[config.mk]
export PLATFORM = sky130hd
export DESIGN_NAME = uart_receiver
export DESIGN_NICKNAME = d
export VERILOG_FILES = /design/src/rtl/uart_receiver.sv
export SDC_FILE = /design/constraint.sdc
export NUM_CORES = 1
export LEC_CHECK = 0
export ABC_AREA = 1
export CAP_MARGIN = 0
export CORE_MARGIN = 3
export CORE_UTILIZATION = 50
export CTS_CLUSTER_DIAMETER = 50
export DETAILED_ROUTE_END_ITERATION = 12
export PLACE_DENSITY = 0.7
export SKIP_LAST_GASP = 1
export SYNTH_ARGS = -nofsm -noshare
export SYNTH_HDL_FRONTEND = slang
export SYNTH_SLANG_ARGS = --single-unit
[constraint.sdc]
create_clock -name clk -period 1.85 [get_ports clk]
set_input_delay 0.4625 -clock clk [delete_from_list [all_inputs] [get_ports clk]]
set_output_delay 0.4625 -clock clk [all_outputs]
set_load 0.01 [all_outputs]
[src/rtl/uart_receiver.sv]
// uart_receiver: 8N1 UART rx (clk, rst, rec_en, dfv bit period-1, uart_rx async in) -> rx_data/rx_valid held until rx_ack, frame_err/overrun pulses
module uart_receiver #(
  parameter int SYNC_STAGES = 2
) (
  input  logic        clk,
  input  logic        rst,
  input  logic        rec_en,
  input  logic [15:0] dfv,
  input  logic        uart_rx,
  output logic [7:0]  rx_data,
  output logic        rx_valid,
  input  logic        rx_ack,
  output logic        frame_err,
  output logic        overrun
);
  typedef enum logic [2:0] {IDLE, START, DATA, STOP, BREAK} state_t;
  state_t state, state_n;
  logic [SYNC_STAGES-1:0] sync;
  logic        rxs;
  logic [15:0] cnt, cnt_n, half;
  logic [3:0]  bit_cnt, bit_n;
  logic [7:0]  sh, sh_n, data_n;
  logic        valid_n, ferr_n, ovr_n;
  assign rxs  = sync[SYNC_STAGES-1];
  assign half = dfv >> 1;
  always_ff @(posedge clk) begin
    sync <= rst ? '1 : {sync[SYNC_STAGES-2:0], uart_rx};
    if (rst || !rec_en) begin
      state     <= IDLE;
      cnt       <= '0;
      bit_cnt   <= '0;
      sh        <= '0;
      rx_data   <= '0;
      rx_valid  <= 1'b0;
      frame_err <= 1'b0;
      overrun   <= 1'b0;
    end else begin
      state     <= state_n;
      cnt       <= cnt_n;
      bit_cnt   <= bit_n;
      sh        <= sh_n;
      rx_data   <= data_n;
      rx_valid  <= valid_n;
      frame_err <= ferr_n;
      overrun   <= ovr_n;
    end
  end
  always_comb begin
    state_n = state;
    cnt_n   = cnt + 16'd1;
    bit_n   = bit_cnt;
    sh_n    = sh;
    data_n  = rx_data;
    valid_n = rx_valid & ~rx_ack;
    ferr_n  = 1'b0;
    ovr_n   = 1'b0;
    case (state)
      IDLE: begin
        cnt_n   = '0;
        state_n = rxs ? IDLE : START;
      end
      START: if (cnt == half) begin
        cnt_n   = '0;
        bit_n   = '0;
        state_n = rxs ? IDLE : DATA;
      end
      DATA: if (cnt == dfv) begin
        cnt_n   = '0;
        sh_n    = {rxs, sh[7:1]};
        bit_n   = bit_cnt + 4'd1;
        state_n = (bit_cnt == 4'd7) ? STOP : DATA;
      end
      STOP: if (cnt == dfv) begin
        cnt_n   = '0;
        state_n = rxs ? IDLE : BREAK;
        ferr_n  = ~rxs;
        if (rxs && (!rx_valid || rx_ack)) begin
          data_n  = sh;
          valid_n = 1'b1;
        end
        ovr_n = rxs & rx_valid & ~rx_ack;
      end
      BREAK: begin
        cnt_n   = '0;
        state_n = rxs ? IDLE : BREAK;
      end
      default: state_n = IDLE;
    endcase
  end
endmodule

Word level (Yosys, flattened, before mapping) --
Index checks and enable logic that the tools add are counted. W data, S select, Z words.
Word-level totals: flip-flop bits (word level) 44, input port bits 21, output and inout port bits 11, logic and storage cells 59
Cells by class: add/sub/neg operators 2, equality and inequality tests 10, mux-type cells 17, bitwise gates (word level) 7, reduce and logical (&&, ||, !) cells 14
Operator list (count):
- $pmux W16 S3 | 1
- $mux W16 | 2
- $add A16 B1 Y16 const B | 1
- $eq A16 B15 Y1 | 1
- $eq A16 B16 Y1 | 1
- $pmux W3 S5 | 1
- $mux W3 | 4
- $reduce_and A3 Y1 | 3
- $mux W4 | 2
- $pmux W4 S2 | 1
- $eq A3 B2 Y1 const B | 2
- $ne A2 B2 Y1 const B | 3
- $mux W1 | 5
- $add A4 B1 Y4 const B | 1
- $eq A4 B3 Y1 const B | 1
- $not A1 Y1 | 4
- $reduce_or A2 Y1 | 2
- $and A1 B1 Y1 | 3
- $eq A3 B1 Y1 const B | 1
- $eq A3 B3 Y1 const B | 1
- $logic_not A3 Y1 | 1
- $reduce_or A3 Y1 | 1
- $logic_not A1 Y1 | 2
- $logic_or A1 B1 Y1 | 2
- other kinds (4) | 4

Logic depth before layout (Yosys ltp) --
depth after elaboration 6, gate-level depth with buffers 13

Worst setup path before layout --
Ideal clock, no wire load.
path kind register to register, from reg cnt[1], to reg cnt[14], arrival time 1.455 ns, path slack 0.280 ns, cell stages (with the launch flop) 10, period minus slack after synthesis 1.570 ns, cell sequence dfxtp_1 ha_1 nand2_1 nor2_1 nand3_1 nor2_1 nand2_1 nor2_1 xor2_1 nor2_1
On the way: longest elaborated chain between the ends 3
Ends and longest elaborated chain:
- from (decl) | RTL line 20 | logic [15:0] cnt, cnt_n, half;
- from (signal assigned) | RTL line 39 | cnt <= cnt_n;
- $add A16 B1 Y16, or another cell as far along | RTL line 50 | cnt_n = cnt + 16'd1;
- $mux W16, on equally long branches | RTL line 67, 73, 62
- $pmux W16 S3 (*) | RTL line 57 | case (state)
Every way passes the cells marked *; elsewhere a longest branch is shown, timed or not. A chain may end at the register's enable or synchronous reset.

Final worst setup path --
from in dfv[0], to reg cnt[3]
On the way: longest elaborated chain between the ends 3
Ends and longest elaborated chain:
- from (decl) | RTL line 8 | input logic [15:0] dfv,
- $eq A16 B16 Y1 | RTL line 67, 73
- $mux W16 | RTL line 67, 73
- $pmux W16 S3 | RTL line 57
Every way passes these cells.

==> results.ini <==
[sta]
hold_viol=0
fmax_ghz=0.567
grt_setup_unrepaired=true
min_period_ns=1.76
fin_skew_ns=0.00439
setup_viol=0
tightestPinTransition_ns=0.428
slew_viol_final=0
setup_tns_ns=0
final.setup.worst_slack_ns=0.0859
period_share=0.954
relSlewSlack=0.712

[power_and_ir_drop]
p_seq_frac=0.576
p_leak_uw=0.00147
p_sw_frac=0.226
p_sw_uw=374
finalPower_uw=1650
clockPowerShare=0.331
ir_drop_v=0.000483
p_int_uw=1280
power.density_nw_per_um2=519
combPwrFrac=0.093

[logic_synthesis]
synthTopCellsByArea=dfxtp_1 35%, nand2_1 24%, inv_1 7.2%
avgSynthCellArea_um2=6.13
netlist_top_cells_count=159 x nand2_1, 48 x inv_1, 48 x nor2_1, 44 x dfxtp_1, 24 x a21oi_1
synth.largest_area_cell=dfxtp_1
synthFlopType=dfxtp_1
yosys_register_bits=44
syn_area_um2=2510
yosysUniqueCellTypes=30
synth_most_common_cell=nand2_1
syn_nets=433
yosysSeqAreaShare=0.350
ys_async_sr_fraction=0
synth-edff-count=0
yosysTopAreaCellShare=0.350
ys_warn_count=0
syn_inst=410

[worst_setup_path]
startpoint_type=input pin
crit_type=in -> reg
timing.rr.start=cnt[1]$_SDFF_PP0_
crit_fanout=3
crit_arrival_ns=1.95
crit_path_end_kind=register
r2r_setup_slack_ns=0.20
crit_required_ns=2.04
r2r-end=cnt[14]$_SDFF_PP0_
reg2regPathDepth=9

[routing]
wl_met2_um=2520
drt-vias-per-instance=4.80
post_drt_wl_per_cell_um=10.4
ant_nets=0
firstDrtPassIters=4
wl_met3_um=180
drt_wl_total_um=5480
drcViolationCount=0
topRoutingLayerUsed=met4
vias=2527
wl_met1_um=2730
drtIter0Drc=114

[final_layout]
fin_util=0.665
final_net_count=483
n_antenna_cell=0
syn_to_final_growth_pct=26.6
layout-drive-gt1-share=0.139

[clock_network]
cts_buffers=5
clk_path_buf_depth=2
h-tree-depth=2
clk_pin_slew_worst_paths_ns=0.08
cts_tree=yes
cts-root-buf=clkbuf_8
insertion_delay_ns=0.29
clock_sinks=44
cts_hold_buf=0

[run_status]
status=complete, no violations

[placed_design]
routabilityCongestion=0.857
dpl.hpwl_um=4240
place.port_buffers=31
pre_cts_ws_ns=-0.398

[global_route]
grt_max_degree=15
grt-ovfl-total=0
first_global_vias=2205
globalRouteTotalUtil=0.192
grt_pass1_wl_um=9330
antenna_found_initial=0

[floorplan]
start_util=0.525
dieWidth_um=76.9
die_h_um=76.9
ios=32
core_area_um2=4790
dieArea_um2=5910
rows=25

[flow_run]
max_cap_violations=0

[min_path]
whs_path_depth=1
holdPathEnd=sync[1]$_SDFF_PP1_
hold_class=reg -> reg
worstHoldStart=sync[0]$_SDFF_PP1_

[cells in the final DEF, fill, tap and decap left out, drive strengths merged, types with 2 or more instances in the layout]
master	n
a21oi	24
buf	20
clkbuf	6
clkdlybuf4s50	16
clkinv	2
dfxtp	44
dlygate4sd2	2
dlymetal6s2s	13
ha	2
inv	59
nand2	162
nand3	16
nand4	10
nor2	52
nor3	5
nor3b	3
nor4	2
o21ai	7
or2	2
xnor2	2
xor2	9
[cells by family (layout without fill, tap and decap cells)]
kind of cell | count (synthesis) | in the layout | synth area share
flip-flops | 44 | 44 | 0.350
AO/OA/AOI/OAI | 33 | 33 | 0.0672
buffers and inverters | 68 | 118 | 0.107
XOR/XNOR | 11 | 11 | 0.0383
adder cells (fa/ha/maj) | 2 | 2 | 0.00995
AND/OR/NAND/NOR | 252 | 252 | 0.427
[critical path, cell delays in order]
cell and delay (ns):
clkdlybuf4s50_1 0.48, inv_1 0.04, nand2_1 0.05, nand2_1 0.07, nor2_2 0.10, nand2_1 0.10
nor2_4 0.14, nand2_2 0.09, nand2_4 0.08, nand3_4 0.08, buf_4 0.16, nand2_1 0.05
inv_1 0.04
[metal layers]
| metal | vias up | track usage |
|---|---|---|
| li1 | 1359 | - |
| met1 | 1124 | 0.255 |
| met2 | 38 | 0.310 |
| met3 | 6 | 0.0505 |
| met4 | 0 | 0.0489 |
| met5 | - | 0 |
[final cells by class]
| type | count | area (um2) |
|---|---|---|
| flip-flops and latches | 44 | 881 |
| clock inverters | 1 | 5.00 |
| well taps | 67 | 83.8 |
| clock buffers | 6 | 72.6 |
| repair buffers | 51 | 503 |
| inverters | 60 | 226 |
| fillers | 457 | 1600 |
| multi-input cells | 298 | 1410 |
[how the worst max path moves through the flow]
stage	from	to	slack, ns	cells after the start
2_1_floorplan	cnt[1]$_SDFF_PP0_	cnt[14]$_SDFF_PP0_	0.28	9
6_report	dfv[0]	cnt[3]$_SDFF_PP0_	0.09	13
3_3_place_gp	dfv[10]	cnt[10]$_SDFF_PP0_	-0.34	12
4_1_cts	dfv[9]	cnt[3]$_SDFF_PP0_	0.003	13
5_1_grt	dfv[0]	cnt[3]$_SDFF_PP0_	-0.03	13
3_5_place_dp	dfv[15]	cnt[13]$_SDFF_PP0_	-0.40	12
[sequential cells by signal, indices dropped and copies added (netlist names)]
name	cells
overrun	1
bit_cnt	4
sync	2
rx_valid	1
rx_data	8
sh	8
frame_err	1
state	3
cnt	16
[repair_timing]
action,4_1_cts,5_1_grt
endpoints found under the setup margin,25,40
pin swaps,3,9
endpoints found under the hold margin,0,0
resized for setup,8,24
setup buffers,0,0
[stage by stage]
step	area [um2]	hold WS (ns)	std cells
after CTS	3120	0.424	527
after floorplan	2510	0.389	410
after detailed placement	3030	0.398	520
after global routing	3180	0.440	527
final	3180	0.419	527
after global placement	3030	0.394	520
[power groups by stage]
| stage | combinational, uW | clock [uW] | sequential (uW) |
|---|---|---|---|
| after global routing | 173 | 616 | 951 |
| after global placement | 150 | 0 | 973 |
| final | 154 | 547 | 951 |
| after CTS | 153 | 573 | 951 |
| after detailed placement | 151 | 0 | 973 |
| after floorplan | 77.6 | 0 | 973 |
(Power assumes the default switching activity.)
==> RTL change 1 (config.mk and constraints unchanged) <==
Compare `bit_cnt` against `4'd7` with >= in place of ==.
--- a/src/rtl/uart_receiver.sv
+++ b/src/rtl/uart_receiver.sv
@@ -70,3 +70,3 @@
         bit_n   = bit_cnt + 4'd1;
-        state_n = (bit_cnt == 4'd7) ? STOP : DATA;
+        state_n = (bit_cnt >= 4'd7) ? STOP : DATA;
       end
Function: same outputs for any inputs over 10 cycles, from zero or initial values and one cycle with rst high; that may be too few to reach the edited logic, so the function may still have changed.
==> RTL change 1 against the unedited design <==
- setup slack better by 5.9 ps
- critical endpoint is now rx_data[5]
- largest power group unchanged
- critical path type unchanged
- routed wire length down 2.7%
- largest cell class unchanged
- synthesized area down 1.5%
- synthesized cell count down 0.73%
- critical path depth down 1
- sequential cell count unchanged
- register-to-register slack worse by 40 ps
- cell area down 1.4%
- die area down 1.4%
- power up 1.6%
- fmax up 0.34%
==> RTL change 1: results (changes against the unedited design) <==
- Worst-Margin Slew: 471 ps (+43.1 ps)
- Final period util: 95.0% (-0.32 points)
- DR iter-0 viols: 137 (+20%)
- Seq. pwr: 0.952 mW (about the same)
- Status: finished clean
- Final Total Pwr: 1.68 mW (+1.6%)
- ClkCell Share: 2.59% (+0.15 points)
- Post-Syn Area per Cell: 6.08 um2 (-0.77%)
- Share of layout cells above drive strength 1: 11.1% (-2.9 points)
- Largest net degree at the start of global routing: 23 (+8)
- Seq area share: 28.1% (+0.48 points)
- CP Capture Point: rx_data[5]
- Switching share of power: 23.8% (+1.2 points)
- Clock power share: 34.3% (+1.2 points)
- Fraction of area in multi-input gates: 44.7% (+0.32 points)
- M1 WL: 2690 um (-1.4%)
- Via count: 2453 (-2.9%)
- Buffering overhead: 14.1% (-1.7 points)
- Met2 usage: 29.2% (-1.8 points)
- Top post-synthesis cells by area: dfxtp_1 36%, nand2_1 21%, inv_1 9.4%, nor2_1 9.4%, nand3_1 4.9%
- Met3 routed WL: 296 um (+64%)
- Worst clock skew: 2.87 ps (-1.52 ps)
- GRT met3 Usage: 5.08% (+0.036 points)
- Final-layout clock buffer total: 5 (-1)
- First-pass GRT wire length: 9250 um (-0.88%)
- Reg-to-Reg Start: cnt[10]
- Overall Global Routing Usage: 19.0% (-0.16 points)
- WL final: 5330 um (-2.7%)
- Non-CTS inverters: 66 (+10%)
- Vias in the first global route: 2095 (-5.0%)
- R2R Setup Slk: 160 ps (-40 ps)
- Non-clock buffer instance count of the final layout: 41 (-20%)
- Hpwl dp: 3940 um (-6.9%)
- Metal2 WL: 2240 um (-11%)
- Pre-CTS setup slack: -314 ps (+83.7 ps)
- Register area share after synthesis: 35.6% (+0.53 points)
- Hold WS: 415 ps (-3.71 ps)
- Max IR drop VDD: 400 uV (-17%)
- Commonest cells post-synth: 138 x nand2_1, 62 x inv_1, 62 x nor2_1
[RTL change 1: cell count changes after synthesis, sizes merged, moves of 7 or more]
cell | unedited run | this run
nand3 | 16 | 25
nor2 | 52 | 66
o21ai | 7 | 18
nand4 | 10 | 1
inv | 59 | 66
a21oi | 24 | 17
nand2 | 162 | 142
[RTL change 1: kinds of logic (layout without fill, tap and decap cells)]
group | Yosys count | after routing | share of synthesized area [%]
AOI/OAI and AO/OA | 38 | 38 | 7.88
buffers and inverters | 71 | 114 | 10.9
xor gates and xnor gates | 7 | 7 | 2.48
adders and majority gates | 2 | 2 | 1.01
and+or+nand+nor | 245 | 247 | 42.2
DFF | 44 | 44 | 35.6
[RTL change 1: metrics by stage]
| stage | setup TNS [ps] | cell area (um2) |
|---|---|---|
| 6_report | 0 | 3140 |
| 4_1_cts | 0 | 3020 |
| 3_5_place_dp | -11480 | 2930 |
| 3_3_place_gp | -11030 | 2930 |
| 2_1_floorplan | 0 | 2480 |
| 5_1_grt | -6.55 | 3140 |
==> RTL change 2 (same settings) <==
Without the edit above. `SYNC_STAGES`: 2 -> 4.
--- a/src/rtl/uart_receiver.sv
+++ b/src/rtl/uart_receiver.sv
@@ -2,3 +2,3 @@
 module uart_receiver #(
-  parameter int SYNC_STAGES = 2
+  parameter int SYNC_STAGES = 4
 ) (
Formal check against the unedited RTL: same outputs for any inputs over 10 cycles, from zero or initial values and one cycle with rst high; that may be too few to reach the edited logic, so the function may still have changed.
==> RTL change 2 against the unedited design <==
- clock skew rose by 3.0 ps
- hold slack worse by 2.9 ps
- combinational power down 3%
- power is 25% higher
- routed wire length increased by 8.9%
- sequential cell count grew 2
- setup slack improved by 80 ps
- synthesized area increased by 4.3%
- cell area grew 6.2%
- sequential power is 4.4% higher
- die area up 3.9%
==> RTL change 2: results (changes against the unedited design) <==
- Overall Global Routing Usage: 21.0% (+1.8 points)
- Largest net degree at the start of global routing: 30 (+15)
- Post-Syn Area per Cell: 6.42 um2 (+4.8%)
- Vias/cell: 4.87 (+1.5%)
- Vias in the first global route: 2351 (+6.6%)
- Top post-synthesis cells by area: dfxtp_1 35%, nand2_1 22%, inv_1 7.9%, nor2_1 4.7%, a21oi_1 4.0%
- Top_reg_cell synth: dfxtp_1
- Slowest CP cell: dfxtp_1
- CTS buffer count: 5 (unchanged)
- Placed insts: 515 (-0.96%)
- Ys async rst share: 0% (unchanged)
- CP max stage delay: 490 ps
- Max IR drop VDD: 427 uV (-12%)
- Root buffer cell: clkbuf_8
- Register area share after synthesis: 35.1% (+0.089 points)
- # fillers: 469 (+2.6%)
- H-tree lvl count: 2 (unchanged)
- Port Buf Inserts: 31 (unchanged)
- Syn nets: 431 (-0.46%)
- Initial antenna violation count: 0 (unchanged)
- DRT Pass-1 Iters: 4 (unchanged)
- Synth warn: 0 (unchanged)
- Final Non-Filler Cells: 525 (-0.38%)
- Commonest cells post-synth: 153 x nand2_1, 55 x inv_1, 46 x dfxtp_1
- Status: finished clean
- Pleak: 1.58 nW (+7.7%)
- Clock Latency Late Sink: 300 ps
- Hpwl dp: 4260 um (+0.64%)
- WL/cell: 11.4 um (+9.3%)
- Share of layout cells above drive strength 1: 18.6% (+4.6 points)
- WP data arrival: 1880 ps (-70 ps)
- Placement Cell Area: 3110 um2 (+2.6%)
- Pre-CTS setup slack: -431 ps (-33.2 ps)
- Hold crit path type: reg2reg
- CP max FO: 6 (+3)
- Placer Congestion: 0.801 (-6.5%)
- Post CTS Setup Buffer Count: 0 (unchanged)
- Worst clock skew: 7.34 ps (+2.95 ps)
- DR iter-0 viols: 108 (-5.3%)
- Distinct cells, synth: 32 (+6.7%)
- Clk slew on worst S/H paths: 90 ps
- Inserted Diodes: 0 (unchanged)
- Clock Path Buffers: 2 (unchanged)
- Delay-heaviest family, CP: simple AND/OR/NAND/NOR gates
- Final net count: 480 (-0.62%)
- Relative slew slack: 68.9% (-2.3 points)
- Biggest regs: cnt: 16 flops, rx_data: 8 flops, sh: 8 flops
- First-pass GRT wire length: 10400 um (+11%)
==> RTL change 2: area by class of cell <==
cell class | count | area (um2) | share of cell area (%)
tap | 67 | 83.8 | 2.48
sequential | 46 | 927 | 27.4
clock buffer | 6 | 82.6 | 2.44
clock inverter | 2 | 60.1 | 1.78
inverter | 64 | 243 | 7.18
timing repair buffer | 45 | 460 | 13.6
multi-input combinational | 295 | 1520 | 45.1
==> RTL change 2: worst paths after layout <==
kind                               from  slack [ps]      end  depth (start not counted)
worst max-delay path             cnt[2]         170  cnt[10]                         11
worst min register to register  sync[2]         420  sync[3]                          1
worst max register to register   cnt[2]         170  cnt[10]                         11
worst min-delay path            sync[2]         420  sync[3]                          1
==> RTL change 2: where the power goes <==
part / total, mW / internal [mW] / switching, mW
combinational: 0.150 / 0.0715 / 0.0782
clock: 0.926 / 0.576 / 0.350
sequential: 0.993 / 0.992 / 0.00143
total: 2.07 / 1.64 / 0.430
==> RTL change 2: metal layers <==
layer,vias to the layer above,track usage [%],wire (um)
met1,1158,29.1,2850
li1,1346,-,-
met2,46,32.4,2820
met4,0,6.47,65
met3,6,4.93,229
met5,-,0,0
==> RTL change 2: kinds of logic after synthesis <==
group                    share of synthesized area (%)
buffers and inverters                             10.2
AO/OA/AOI/OAI                                     6.25
flip-flops                                        35.1
XOR/XNOR                                          5.35
AND/OR/NAND/NOR                                   42.1
adder cells (fa/ha/maj)                          0.955
==> RTL change 2: repair_timing <==
action                     4_1_cts  5_1_grt
setup endpoints to repair       34       42
gates cloned                     2        0
pin swaps                        5       15
resized for setup               10       30
